==> config.mk <==
export PLATFORM = sky130hd
export DESIGN_NAME = mem_arbiter_flat
export DESIGN_NICKNAME = d
export VERILOG_FILES = /design/src/rtl/mem_arb_pkg.sv /design/src/rtl/mem_arbiter_if.sv /design/src/rtl/sram_cycle.sv /design/src/rtl/mem_arbiter.sv /design/src/flat_wrapper.sv
export SDC_FILE = /design/constraint.sdc
export NUM_CORES = 1
export LEC_CHECK = 0
export ABC_CLOCK_PERIOD_IN_PS = 1980
export CAP_MARGIN = 20
export CORE_MARGIN = 2
export CORE_UTILIZATION = 61
export CTS_CLUSTER_SIZE = 28
export DETAILED_ROUTE_END_ITERATION = 8
export DONT_BUFFER_PORTS = 1
export PLACE_DENSITY = 0.74
export REMOVE_ABC_BUFFERS = 1
export SYNTH_ARGS = -nofsm -noshare
export SYNTH_HDL_FRONTEND = slang
export SYNTH_SLANG_ARGS = --single-unit
==> constraint.sdc <==
create_clock -name clk -period 1.98 [get_ports clk]
set_input_delay 0.297 -clock clk [delete_from_list [all_inputs] [get_ports clk]]
set_output_delay 0.297 -clock clk [all_outputs]
set_load 0.1 [all_outputs]
==> src/rtl/mem_arb_pkg.sv <==
// Shared definitions for the SRAM arbiter: FSM encoding, default sizing
// and the byte-lane decode used for CPU stores.
package mem_arb_pkg;

  localparam int DEF_WAIT      = 2;
  localparam int DEF_VID_BURST = 4;
  localparam int DEF_ADR_W     = 18;

  typedef enum logic [1:0] {
    ST_IDLE = 2'd0,
    ST_CPU  = 2'd1,
    ST_VID  = 2'd2
  } state_t;

  // Active-low lane enables: a byte store drives only the addressed lane.
  function automatic logic [3:0] lane_be_n(input logic [1:0] lane, input logic ben);
    logic [3:0] onehot;
    onehot = 4'b0001 << lane;
    return ben ? ~onehot : 4'b0000;
  endfunction

endpackage

==> src/rtl/mem_arbiter_if.sv <==
// Bundles the CPU data port, video DMA port and SRAM pins of the arbiter.
interface mem_arbiter_if
  import mem_arb_pkg::*;
#(
  parameter int ADR_W = DEF_ADR_W
);
  logic             cpu_req;
  logic             cpu_wr;
  logic             cpu_ben;
  logic [23:0]      cpu_adr;
  logic [31:0]      cpu_wdata;
  logic [31:0]      cpu_rdata;
  logic             stall_x;
  logic             vid_req;
  logic [ADR_W-1:0] vid_adr;
  logic             vid_ack;
  logic [31:0]      vid_rdata;
  logic [ADR_W-1:0] sram_adr;
  logic [3:0]       sram_be_n;
  logic             sram_we_n;
  logic             sram_oe_n;
  logic [31:0]      sram_dout;
  logic             sram_dout_en;
  logic [31:0]      sram_din;

  modport slave (
    input  cpu_req, cpu_wr, cpu_ben, cpu_adr, cpu_wdata, vid_req, vid_adr, sram_din,
    output cpu_rdata, stall_x, vid_ack, vid_rdata,
    output sram_adr, sram_be_n, sram_we_n, sram_oe_n, sram_dout, sram_dout_en
  );

  modport master (
    output cpu_req, cpu_wr, cpu_ben, cpu_adr, cpu_wdata, vid_req, vid_adr, sram_din,
    input  cpu_rdata, stall_x, vid_ack, vid_rdata,
    input  sram_adr, sram_be_n, sram_we_n, sram_oe_n, sram_dout, sram_dout_en
  );
endinterface

==> src/rtl/sram_cycle.sv <==
// One WAIT-cycle asynchronous SRAM access: registered strobes, a down-counter,
// a last-cycle flag and the word captured at the end of a read.
module sram_cycle
  import mem_arb_pkg::*;
#(
  parameter int WAIT  = DEF_WAIT,
  parameter int ADR_W = DEF_ADR_W
) (
  input  logic             clk,
  input  logic             rst,
  input  logic             start,
  input  logic [ADR_W-1:0] adr,
  input  logic             wr,
  input  logic [3:0]       be_n,
  input  logic [31:0]      wdata,
  output logic             last,
  output logic [31:0]      rdata,
  output logic [ADR_W-1:0] sram_adr,
  output logic [3:0]       sram_be_n,
  output logic             sram_we_n,
  output logic             sram_oe_n,
  output logic [31:0]      sram_dout,
  output logic             sram_dout_en,
  input  logic [31:0]      sram_din
);
  localparam int CW = $clog2(WAIT);

  logic          busy_reg;
  logic          wr_reg;
  logic [CW-1:0] cnt_reg;

  assign last = busy_reg && (cnt_reg == '0);

  always_ff @(posedge clk) begin
    if (!rst) begin
      busy_reg     <= 1'b0;
      wr_reg       <= 1'b0;
      cnt_reg      <= '0;
      rdata        <= '0;
      sram_adr     <= '0;
      sram_be_n    <= 4'hF;
      sram_we_n    <= 1'b1;
      sram_oe_n    <= 1'b1;
      sram_dout    <= '0;
      sram_dout_en <= 1'b0;
    end else if (start) begin
      busy_reg     <= 1'b1;
      wr_reg       <= wr;
      cnt_reg      <= CW'(WAIT - 1);
      sram_adr     <= adr;
      sram_be_n    <= be_n;
      sram_we_n    <= ~wr;
      sram_oe_n    <= wr;
      sram_dout_en <= wr;
      if (wr) sram_dout <= wdata;
    end else if (busy_reg) begin
      cnt_reg <= cnt_reg - CW'(1);
      // we_n rises one cycle early so address and data are held past the strobe
      if (cnt_reg == CW'(1)) sram_we_n <= 1'b1;
      if (last) begin
        busy_reg     <= 1'b0;
        sram_be_n    <= 4'hF;
        sram_we_n    <= 1'b1;
        sram_oe_n    <= 1'b1;
        sram_dout_en <= 1'b0;
        if (!wr_reg) rdata <= sram_din;
      end
    end
  end

endmodule

==> src/rtl/mem_arbiter.sv <==
// Shares one 32-bit async SRAM between the CPU data port and video DMA;
// video has priority up to VID_BURST consecutive grants while the CPU waits.
module mem_arbiter
  import mem_arb_pkg::*;
#(
  parameter int WAIT      = DEF_WAIT,
  parameter int VID_BURST = DEF_VID_BURST,
  parameter int ADR_W     = DEF_ADR_W
) (
  input logic           clk,
  input logic           rst,
  mem_arbiter_if.slave  bus
);
  localparam int VCW = $clog2(VID_BURST + 1);
  localparam logic [VCW-1:0] VC_MAX = VCW'(VID_BURST);

  state_t           state_reg, state_next;
  logic [VCW-1:0]   vcnt_reg, vcnt_next;
  logic             cpu_done_reg, vid_ack_reg, cpu_rd_reg;
  logic [31:0]      cpu_hold_reg, vid_hold_reg;
  logic             elig, vid_grant, cpu_grant, start, last;
  logic [ADR_W-1:0] acc_adr;
  logic             acc_wr;
  logic [3:0]       acc_be_n;
  logic [31:0]      rdata;
  logic             unused_adr_hi;

  assign unused_adr_hi = ^bus.cpu_adr[23:ADR_W+2];

  assign elig        = bus.cpu_req & ~cpu_done_reg;
  assign bus.stall_x = elig;

  always_comb begin
    state_next = state_reg;
    vcnt_next  = vcnt_reg;
    vid_grant  = 1'b0;
    cpu_grant  = 1'b0;
    case (state_reg)
      ST_IDLE: begin
        if (bus.vid_req && (vcnt_reg < VC_MAX || !elig)) begin
          vid_grant  = 1'b1;
          state_next = ST_VID;
          if (vcnt_reg < VC_MAX) vcnt_next = vcnt_reg + VCW'(1);
        end else if (elig) begin
          cpu_grant  = 1'b1;
          state_next = ST_CPU;
          vcnt_next  = '0;
        end else if (!bus.vid_req) begin
          vcnt_next = '0;
        end
      end
      ST_CPU, ST_VID: if (last) state_next = ST_IDLE;
      default: state_next = ST_IDLE;
    endcase
  end

  assign start    = vid_grant | cpu_grant;
  assign acc_adr  = vid_grant ? bus.vid_adr : bus.cpu_adr[ADR_W+1:2];
  assign acc_wr   = cpu_grant & bus.cpu_wr;
  assign acc_be_n = acc_wr ? lane_be_n(bus.cpu_adr[1:0], bus.cpu_ben) : 4'h0;

  always_ff @(posedge clk) begin
    if (!rst) begin
      state_reg    <= ST_IDLE;
      vcnt_reg     <= '0;
      cpu_done_reg <= 1'b0;
      vid_ack_reg  <= 1'b0;
      cpu_rd_reg   <= 1'b0;
      cpu_hold_reg <= '0;
      vid_hold_reg <= '0;
    end else begin
      state_reg    <= state_next;
      vcnt_reg     <= vcnt_next;
      cpu_done_reg <= (state_reg == ST_CPU) && last;
      vid_ack_reg  <= (state_reg == ST_VID) && last;
      if (cpu_grant) cpu_rd_reg <= ~bus.cpu_wr;
      if (cpu_done_reg && cpu_rd_reg) cpu_hold_reg <= rdata;
      if (vid_ack_reg) vid_hold_reg <= rdata;
    end
  end

  // The shared capture register is valid in the done/ack cycle; each port keeps its own copy after.
  assign bus.cpu_rdata = (cpu_done_reg && cpu_rd_reg) ? rdata : cpu_hold_reg;
  assign bus.vid_rdata = vid_ack_reg ? rdata : vid_hold_reg;
  assign bus.vid_ack   = vid_ack_reg;

  sram_cycle #(.WAIT(WAIT), .ADR_W(ADR_W)) u_cycle (
    .clk          (clk),
    .rst          (rst),
    .start        (start),
    .adr          (acc_adr),
    .wr           (acc_wr),
    .be_n         (acc_be_n),
    .wdata        (bus.cpu_wdata),
    .last         (last),
    .rdata        (rdata),
    .sram_adr     (bus.sram_adr),
    .sram_be_n    (bus.sram_be_n),
    .sram_we_n    (bus.sram_we_n),
    .sram_oe_n    (bus.sram_oe_n),
    .sram_dout    (bus.sram_dout),
    .sram_dout_en (bus.sram_dout_en),
    .sram_din     (bus.sram_din)
  );

endmodule

==> src/flat_wrapper.sv <==
// flat-port wrapper written by rule: the top's interface ports become plain ports
module mem_arbiter_flat import mem_arb_pkg::*;
#(
  parameter int WAIT      = DEF_WAIT,
  parameter int VID_BURST = DEF_VID_BURST,
  parameter int ADR_W     = DEF_ADR_W
)
  (clk, rst, bus_cpu_req, bus_cpu_wr, bus_cpu_ben, bus_cpu_adr, bus_cpu_wdata, bus_vid_req, bus_vid_adr, bus_sram_din, bus_cpu_rdata, bus_stall_x, bus_vid_ack, bus_vid_rdata, bus_sram_adr, bus_sram_be_n, bus_sram_we_n, bus_sram_oe_n, bus_sram_dout, bus_sram_dout_en);
  mem_arbiter_if #(.ADR_W(ADR_W)) bus_i ();
  input logic clk;
  input logic rst;
  input wire logic [$bits(bus_i.cpu_req)-1:0] bus_cpu_req;
  input wire logic [$bits(bus_i.cpu_wr)-1:0] bus_cpu_wr;
  input wire logic [$bits(bus_i.cpu_ben)-1:0] bus_cpu_ben;
  input wire logic [$bits(bus_i.cpu_adr)-1:0] bus_cpu_adr;
  input wire logic [$bits(bus_i.cpu_wdata)-1:0] bus_cpu_wdata;
  input wire logic [$bits(bus_i.vid_req)-1:0] bus_vid_req;
  input wire logic [$bits(bus_i.vid_adr)-1:0] bus_vid_adr;
  input wire logic [$bits(bus_i.sram_din)-1:0] bus_sram_din;
  output wire logic [$bits(bus_i.cpu_rdata)-1:0] bus_cpu_rdata;
  output wire logic [$bits(bus_i.stall_x)-1:0] bus_stall_x;
  output wire logic [$bits(bus_i.vid_ack)-1:0] bus_vid_ack;
  output wire logic [$bits(bus_i.vid_rdata)-1:0] bus_vid_rdata;
  output wire logic [$bits(bus_i.sram_adr)-1:0] bus_sram_adr;
  output wire logic [$bits(bus_i.sram_be_n)-1:0] bus_sram_be_n;
  output wire logic [$bits(bus_i.sram_we_n)-1:0] bus_sram_we_n;
  output wire logic [$bits(bus_i.sram_oe_n)-1:0] bus_sram_oe_n;
  output wire logic [$bits(bus_i.sram_dout)-1:0] bus_sram_dout;
  output wire logic [$bits(bus_i.sram_dout_en)-1:0] bus_sram_dout_en;
  assign bus_i.cpu_req = bus_cpu_req;
  assign bus_i.cpu_wr = bus_cpu_wr;
  assign bus_i.cpu_ben = bus_cpu_ben;
  assign bus_i.cpu_adr = bus_cpu_adr;
  assign bus_i.cpu_wdata = bus_cpu_wdata;
  assign bus_i.vid_req = bus_vid_req;
  assign bus_i.vid_adr = bus_vid_adr;
  assign bus_i.sram_din = bus_sram_din;
  assign bus_cpu_rdata = bus_i.cpu_rdata;
  assign bus_stall_x = bus_i.stall_x;
  assign bus_vid_ack = bus_i.vid_ack;
  assign bus_vid_rdata = bus_i.vid_rdata;
  assign bus_sram_adr = bus_i.sram_adr;
  assign bus_sram_be_n = bus_i.sram_be_n;
  assign bus_sram_we_n = bus_i.sram_we_n;
  assign bus_sram_oe_n = bus_i.sram_oe_n;
  assign bus_sram_dout = bus_i.sram_dout;
  assign bus_sram_dout_en = bus_i.sram_dout_en;
  mem_arbiter #(.WAIT(WAIT), .VID_BURST(VID_BURST), .ADR_W(ADR_W)) u_core (.clk(clk), .rst(rst), .bus(bus_i));
endmodule
==> results.json, run 1 <==
{
  "status": "aborted with a tool error",
  "haltStage": "4_1_cts",
  "error": "[ERROR DPL-0038] Utilization greater than 100%, impossible to legalize",
  "htreeDepth": 4,
  "synth_top_area_share_pct": 50.3,
  "die_h_um": 107,
  "ios": 235,
  "cts.repair.resized": 133,
  "port_buffers": 0,
  "yosysWarnings": 0,
  "synth_seq_cells": 164,
  "placed_cells": 886,
  "synth_top_family_by_area": "simple AND/OR/NAND/NOR gates",
  "syn_area_um2": 6520,
  "cts_buffers": 17,
  "holdBufCountCts": 182,
  "clk_path_buf_depth": 2,
  "ys.flop_type": "dfxtp_1",
  "start_util_pct": 62.9,
  "dieWidth_um": 107,
  "fp-row-count": 37,
  "synthTopCellsByArea": "dfxtp_1 (50%), mux2_2 (11%), nand2_1 (9.0%)",
  "cts_root_buf": "clkbuf_8",
  "synth-simple-area-share_pct": 18.0,
  "yosys.area.top_type": "dfxtp_1",
  "ys_seq_area_share_pct": 50.3,
  "synth_mux_area_share_pct": 16.0,
  "async_flop_share_pct": 0,
  "cts_setup_buffers": 9,
  "dpl.hpwl_um": 9920,
  "cts_sinks": 164,
  "synth_compound_area_share_pct": 10.5,
  "synth-xor-area-share_pct": 0,
  "synthDistinctLibCells": 41,
  "yosys.area_share.adder_pct": 0.767,
  "gp_congestion": 0.777,
  "synthCells": 679,
  "synth_edf_count": 0,
  "avgSynthCellArea_um2": 9.60
}
==> cells in the mapped netlist, types with 2 or more instances <==
cell      count
dfxtp_1     164
nand2_1     156
and2_1       65
mux2_2       61
a21oi_1      40
mux2i_1      32
o21ai_0      29
a21boi_1     24
clkbuf_1     24
buf_2        12
a21boi_0     11
nand3_1       6
inv_1         5
nor2_1        5
buf_4         4
ha_1          4
buf_6         3
buf_8         3
mux2_1        3
nor2b_1       3
nor3_1        3
and3_1        2
and4_1        2
==> cell families after synthesis <==
family	Yosys count
and+or+nand+nor	249
DFF	164
AOI/OAI and AO/OA	113
muxes	96
buffers and inverters	53
adders and majority gates	4
==> per-stage QoR <==
step                area [um2]  TNS [ns]  worst slack [ns]
global placement          7810         0             0.293
detailed placement        7810         0             0.147
floorplan                 6250    -68.17            -0.849
==> run 2, diff against run 1 <==
--- a/config.mk
+++ b/config.mk
@@ -8,11 +8,10 @@
 export ABC_CLOCK_PERIOD_IN_PS = 1980
 export CAP_MARGIN = 20
 export CORE_MARGIN = 2
-export CORE_UTILIZATION = 61
-export CTS_CLUSTER_SIZE = 28
+export CORE_UTILIZATION = 40
 export DETAILED_ROUTE_END_ITERATION = 8
 export DONT_BUFFER_PORTS = 1
-export PLACE_DENSITY = 0.74
+export PLACE_DENSITY_LB_ADDON = 0.15
 export REMOVE_ABC_BUFFERS = 1
 export SYNTH_ARGS = -nofsm -noshare
 export SYNTH_HDL_FRONTEND = slang
==> run 2 against run 1 <==
  * The run now ends clean
  * Synthesized area unchanged
  * Synthesized cell count unchanged
==> results.json, run 2 <==
{
  "fillers": 1358,
  "clkTransAtPathRegs_ns": 0.07,
  "worstPathCellList": "nand2_8 > clkbuf_16 > mux2_2 > buf_12",
  "mostFrequentLayoutCells": "dfxtp_1 (161), nand2_1 (155), and2_1 (65), buf_4 (64), buf_12 (64)",
  "dieArea_um2": 17300,
  "crit_path_max_fanout": 8,
  "synth_seq_cells": 164,
  "vdd_drop_max_mv": 0.761,
  "critPathSlowestCell": "dfxtp_4",
  "fp-row-count": 46,
  "synth_most_common_cell": "dfxtp_1",
  "worstMarginPinSlew_ns": 0.685,
  "required_ns": 1.68,
  "cp_top_family": "flip-flops",
  "grt_max_degree": 190,
  "status": "completed",
  "nets": 925,
  "dr_total_vias": 5176,
  "async_flop_share_pct": 0,
  "dpl.hpwl_um": 10700,
  "grt_usage_pct": 18.9,
  "slowest_delay_ns": 0.37,
  "hold_slack_ns": 0.0124,
  "htreeDepth": 4,
  "grt_pass1_wl_um": 26300,
  "wl_um": 16500,
  "hold_viol_final": 0,
  "synthTopCellsByArea": "dfxtp_1 (50%), mux2_2 (11%), nand2_1 (9.0%)",
  "slew_headroom_pct": 54.1,
  "cts_setup_buffers": 0,
  "start_util_pct": 41.1,
  "setup_viol": 0,
  "synthDistinctLibCells": 41,
  "final_common_cell": "dfxtp_1",
  "cp-end-kind": "output pin",
  "gp_congestion": 0.825,
  "critPathArrivalTime_ns": 1.67,
  "hold_path_depth": 2,
  "yosys.area.top_type": "dfxtp_1",
  "gr-total-overflow": 0,
  "path_depth": 4,
  "p_leak_nw": 3.82,
  "skew_ns": 0.00783,
  "n_antenna_cell": 0,
  "area_growth_pct": 42.3,
  "wl_per_cell_um": 15.9,
  "ys_seq_area_share_pct": 50.3,
  "setup_slack_ns": 0.0171,
  "critical_path_class": "reg -> out",
  "grt_setup_unrepaired": "yes",
  "start_kind": "register",
  "power_mw": 9.08,
  "port_buffers": 0,
  "worstSkewPairLatency_ns": 0.42,
  "critPathBufInv": 2,
  "hold_path.class": "in -> reg",
  "syn_area_um2": 6520,
  "yosysWarnings": 0,
  "maxCapViolations": 0,
  "synth_commonest_cells": "dfxtp_1 (164), nand2_1 (156), and2_1 (65), mux2_2 (61), a21oi_1 (40)",
  "drive_gt1_share_pct": 28.5,
  "drv_slew": 0,
  "avgViaCountPerCell": 4.99,
  "dieWidth_um": 132,
  "grt_pass1_vias": 5096,
  "cts_sinks": 164,
  "placed_cells": 976,
  "antenna_found_initial": 0,
  "post-place-ws_ns": 0.164,
  "cts_buffers": 17,
  "drtAntennaViolNets": 0,
  "finalCritPeriodShare_pct": 99.1,
  "clk_path_buf_depth": 2,
  "synthCells": 679,
  "power_density_nw_per_um2": 978,
  "first_iter_violations": 226,
  "cts_tree": "done",
  "core_um2": 15900,
  "route.detailed.drc": 0,
  "avgSynthCellArea_um2": 9.60,
  "fmax_mhz": 509,
  "rr_worst_depth": 6,
  "cts_root_buf": "clkbuf_16",
  "final_cells": 1038,
  "finalCriticalPeriod_ns": 1.96,
  "first_pass_iters": 6,
  "ys.flop_type": "dfxtp_1",
  "die_h_um": 132,
  "ios": 235,
  "synth_edf_count": 0,
  "synth_top_area_share_pct": 50.3
}
-- run 2: cell counts after synthesis --
No cell type changed its count.
-- run 2: routing by layer --
metal	part of all wire, %	vias to the layer above	GRT usage, %
met5	0	-	0
met4	2.2	0	7.43
met3	6.3	33	5.29
met2	49	188	32.0
met1	42	2441	22.6
li1	-	2514	-
-- run 2: cell families (layout without fill, tap and decap cells) --
kind of cell | count (synthesis) | count (layout) | share of synthesized area, %
AND/OR/NAND/NOR | 249 | 249 | 18.0
flip-flops | 164 | 164 | 50.3
AO/OA/AOI/OAI | 113 | 113 | 10.5
multiplexers | 96 | 96 | 16.0
buffers and inverters | 53 | 196 | 4.39
adder cells (fa/ha/maj) | 4 | 4 | 0.767
-- run 2: cell type report --
cell class / count / area (um2) / area share [%]
clock buffers: 20 / 457 / 4.92
multi-input cells: 462 / 3020 / 32.5
flip-flops and latches: 164 / 3290 / 35.4
well taps: 216 / 270 / 2.91
clock inverters: 12 / 105 / 1.13
inverters: 5 / 18.8 / 0.202
repair buffers: 159 / 2120 / 22.8
-- run 2: final timing paths --
path	slack (ns)	endpoint	from
worst max register to register	0.19	u_core.u_cycle.rdata[6]	u_core.state_reg[0]
worst min register to register	0.47	u_core.u_cycle.rdata[22]	u_core.u_cycle.rdata[22]
worst max-delay path	0.02	bus_cpu_rdata[30]	u_core.cpu_done_reg
worst min-delay path	0.01	u_core.u_cycle.rdata[16]	bus_sram_din[16]
-- run 2: power by group --
part	total, mW	internal (mW)	switching (mW)
clock network	3.13	1.79	1.33
logic	2.31	0.580	1.73
registers	3.64	3.53	0.106
total	9.08	5.90	3.18
-- run 2: stage by stage --
stage / TNS (ns) / utilization [%] / area (um2)
after floorplan: -68.17 / - / 6250
after global routing: -0.123 / 58.4 / 9280
after CTS: 0 / 57.8 / 9180
after detailed placement: 0 / 52.2 / 8300
after global placement: 0 / 52.2 / 8300
final: 0 / 58.4 / 9280
-- run 2: what timing repair did --
action	4_1_cts	5_1_grt
gates resized for setup	7	13
setup endpoints to repair	39	33
cloned	1	2
pin swaps	1	1
hold endpoints to repair	33	0
hold buffers	27	0
No activity file was read; power rests on OpenSTA's default activity.
==> run 3, diff against run 2 <==
--- a/config.mk
+++ b/config.mk
@@ -12,7 +12,6 @@
 export DETAILED_ROUTE_END_ITERATION = 8
 export DONT_BUFFER_PORTS = 1
 export PLACE_DENSITY_LB_ADDON = 0.15
-export REMOVE_ABC_BUFFERS = 1
 export SYNTH_ARGS = -nofsm -noshare
 export SYNTH_HDL_FRONTEND = slang
 export SYNTH_SLANG_ARGS = --single-unit
==> run 3 against run 2 <==
  * Largest power group unchanged
  * Wire length fell by 1.2%
  * Register-to-register slack worse by 0.05 ns
  * Non-clock buffer count down 34
==> results.json, run 3 (synthesized netlist as in run 2, its figures left out) <==
{
  "dieWidth_um": 132,
  "start_util_pct": 41.1,
  "fp-row-count": 46,
  "rr_worst_depth": 6,
  "fmax_mhz": 524,
  "worstReg2RegEnd": "u_core.u_cycle.rdata[31]",
  "wl_um": 16300,
  "hold_path_depth": 2,
  "hold_path.class": "in -> reg",
  "worstMarginPinSlew_ns": 0.569,
  "postPlaceCellArea_um2": 8020,
  "crit_path_max_fanout": 8,
  "worstPathCellList": "nand2_8 > buf_12 > mux2_2 > buf_12",
  "first_iter_violations": 238,
  "timing.rr.start": "u_core.state_reg[0]",
  "first_pass_iters": 4,
  "hold_viol_final": 0,
  "cts_buffers": 17,
  "setup_slack_ns": 0.0702,
  "critPathArrivalTime_ns": 1.61,
  "skew_ns": 0.00751,
  "dr_total_vias": 5036,
  "power_mw": 9.09,
  "placed_cells": 961,
  "cts_tree": "done",
  "critical_path_class": "reg -> out",
  "dpl.hpwl_um": 10700,
  "area_growth_pct": 34.9,
  "drive_gt1_share_pct": 28.4,
  "cp-end-kind": "output pin",
  "critPathSlowestCell": "mux2_2",
  "mostFrequentLayoutCells": "dfxtp_1 (161), nand2_1 (155), and2_1 (65), mux2_2 (64), buf_4 (64)",
  "drtAntennaViolNets": 0,
  "avgViaCountPerCell": 5.03,
  "drv_slew": 0,
  "gp_congestion": 0.785,
  "p_leak_nw": 3.61,
  "slew_headroom_pct": 62.1,
  "port_buffers": 0,
  "required_ns": 1.68,
  "finalCriticalPeriod_ns": 1.91,
  "syn-num-nets": 795,
  "start_kind": "register",
  "antenna_found_initial": 0,
  "cts_root_buf": "clkbuf_16",
  "die_h_um": 132,
  "nets": 891,
  "final_common_cell": "dfxtp_1",
  "final_cells": 1002,
  "vdd_drop_max_mv": 0.648,
  "min_from": "bus_cpu_adr[6]",
  "setup_viol": 0,
  "core_um2": 15900,
  "status": "completed",
  "n_antenna_cell": 0,
  "grt_pass1_vias": 5242,
  "path_common_cell": "buf_12",
  "post-place-ws_ns": 0.132,
  "wl_per_cell_um": 16.3,
  "fin_util_pct": 55.4,
  "grt_pass1_wl_um": 26300,
  "grt_max_degree": 191,
  "clkTransAtPathRegs_ns": 0.06,
  "cts_sinks": 164,
  "dieArea_um2": 17300,
  "worstSkewPairLatency_ns": 0.41,
  "ios": 235,
  "htreeDepth": 4,
  "fin_area_um2": 8800,
  "grt_setup_unrepaired": "no",
  "clk_path_buf_depth": 2,
  "reg2reg_slack_ns": 0.14,
  "hold_slack_ns": 0.0161,
  "power_density_nw_per_um2": 1030,
  "route.detailed.drc": 0,
  "finalCritPeriodShare_pct": 96.5,
  "setup_tns_ns": 0,
  "hold_end": "u_core.u_cycle.sram_adr[4]",
  "slowest_delay_ns": 0.38,
  "grt_usage_pct": 19.0,
  "gr-total-overflow": 0,
  "maxCapViolations": 0
}
-- run 3: cell types whose count changed in the layout (fill, tap and decap cells not counted), sizes merged --
cell,previous run,this run
dlygate4sd3,27,5
buf,130,119
clkinvlp,5,2
inv,7,6
bufinv,1,2
-- run 3: worst max-delay path by stage --
| stage | startpoint | endpoint |
|---|---|---|
| after global routing | u_core.cpu_done_reg | bus_cpu_rdata[28] |
| after detailed placement | u_core.state_reg[0] | u_core.u_cycle.rdata[31] |
| after floorplan | u_core.bus.vid_ack | u_core.vid_hold_reg[10] |
| final | u_core.cpu_done_reg | bus_cpu_rdata[9] |
| after global placement | u_core.state_reg[0] | u_core.u_cycle.rdata[17] |
| after CTS | u_core.bus.vid_ack | bus_vid_rdata[5] |
-- run 3: report_power, final --
group	internal (mW)	total (mW)	leakage (nW)	switching (mW)
registers	3.53	3.64	1.33	0.113
clock network	1.94	3.20	0.281	1.26
logic	0.541	2.25	2.00	1.71
total	6.01	9.09	3.61	3.08
-- run 3: cell type report --
cell class              count  area [um2]
clock inverters             9         104
well taps                 216         270
repair buffers            125        1670
clock buffers              21         470
multi-input cells         462        2970
fillers                  1418        7090
flip-flops and latches    164        3290
inverters                   5        18.8
-- run 3: worst max-delay path: cells and delay by family, from the launching register on --
kind	cells	cell delay, ns
buf+inv	2	0.33
flops	1	0.37
mux	1	0.38
simple gates	1	0.12
-- run 3: repair_timing --
item / CTS / global route
hold buffers: 5 / 0
cloned: 3 / 1
setup endpoints to repair: 42 / 53
pin swaps: 1 / 0
resized for setup: 7 / 2
buffers inserted: 0 / 1
hold endpoints to repair: 10 / 0
-- run 3: layer usage --
layer	routed length, um	global-route usage (%)
met1	6840	21.8
met2	8250	33.8
met5	0	0
met3	1010	5.05
met4	243	7.31
==> run 4, diff against run 3 <==
--- a/config.mk
+++ b/config.mk
@@ -8,7 +8,7 @@
 export ABC_CLOCK_PERIOD_IN_PS = 1980
 export CAP_MARGIN = 20
 export CORE_MARGIN = 2
-export CORE_UTILIZATION = 40
+export CORE_UTILIZATION = 60
 export DETAILED_ROUTE_END_ITERATION = 8
 export DONT_BUFFER_PORTS = 1
 export PLACE_DENSITY_LB_ADDON = 0.15
==> run 4 against run 3 <==
  * Synthesized area stayed put
  * The run now fails in 4_1_cts
  * Synthesized cell count stayed put
==> results.json, run 4 <==
{
  "port_buffers": 0,
  "ys_seq_area_share_pct": 50.3,
  "synthCells": 679,
  "dieWidth_um": 108,
  "haltStage": "4_1_cts",
  "holdBufCountCts": 184,
  "synth_seq_cells": 164,
  "cts_setup_buffers": 7,
  "synth_top_area_share_pct": 50.3,
  "error": "[ERROR RSZ-0060] Max buffer count reached.",
  "status": "aborted with a tool error",
  "async_flop_share_pct": 0,
  "cts_root_buf": "clkbuf_8",
  "syn-num-nets": 795,
  "ys.flop_type": "dfxtp_1",
  "cts_buffers": 17,
  "cts.repair.resized": 72,
  "die_h_um": 108,
  "clk_path_buf_depth": 2,
  "htreeDepth": 4,
  "yosys.area.top_type": "dfxtp_1",
  "avgSynthCellArea_um2": 9.60,
  "synthTopCellsByArea": "dfxtp_1 (50%), mux2_2 (11%), nand2_1 (9.0%)",
  "dpl.hpwl_um": 9950,
  "synthDistinctLibCells": 41,
  "cts_sinks": 164,
  "start_util_pct": 61.0,
  "syn_area_um2": 6520,
  "synth_most_common_cell": "dfxtp_1",
  "gp_congestion": 0.769,
  "ios": 235,
  "synth_edf_count": 0,
  "yosysWarnings": 0,
  "fp-row-count": 38,
  "synth_commonest_cells": "dfxtp_1 (164), nand2_1 (156), and2_1 (65), mux2_2 (61), a21oi_1 (40)"
}
## run 4: cell counts after synthesis
Identical to the previous run, type by type.
## run 4: metrics by stage
stage	hold slack, ns	setup WS [ns]	instances	cell area [um2]	utilization, %
3_5_place_dp	0.391	0.191	873	7660	71.6
3_3_place_gp	0.383	0.308	873	7660	71.6
2_1_floorplan	0.431	0.101	679	6530	-
## run 4: kinds of logic after synthesis
kind of cell / count (synthesis) / synth area share, %
mux: 96 / 16.0
fa+ha+maj: 4 / 0.767
buf+inv: 53 / 4.39
flops: 164 / 50.3
compound gates: 113 / 10.5
simple gates: 249 / 18.0
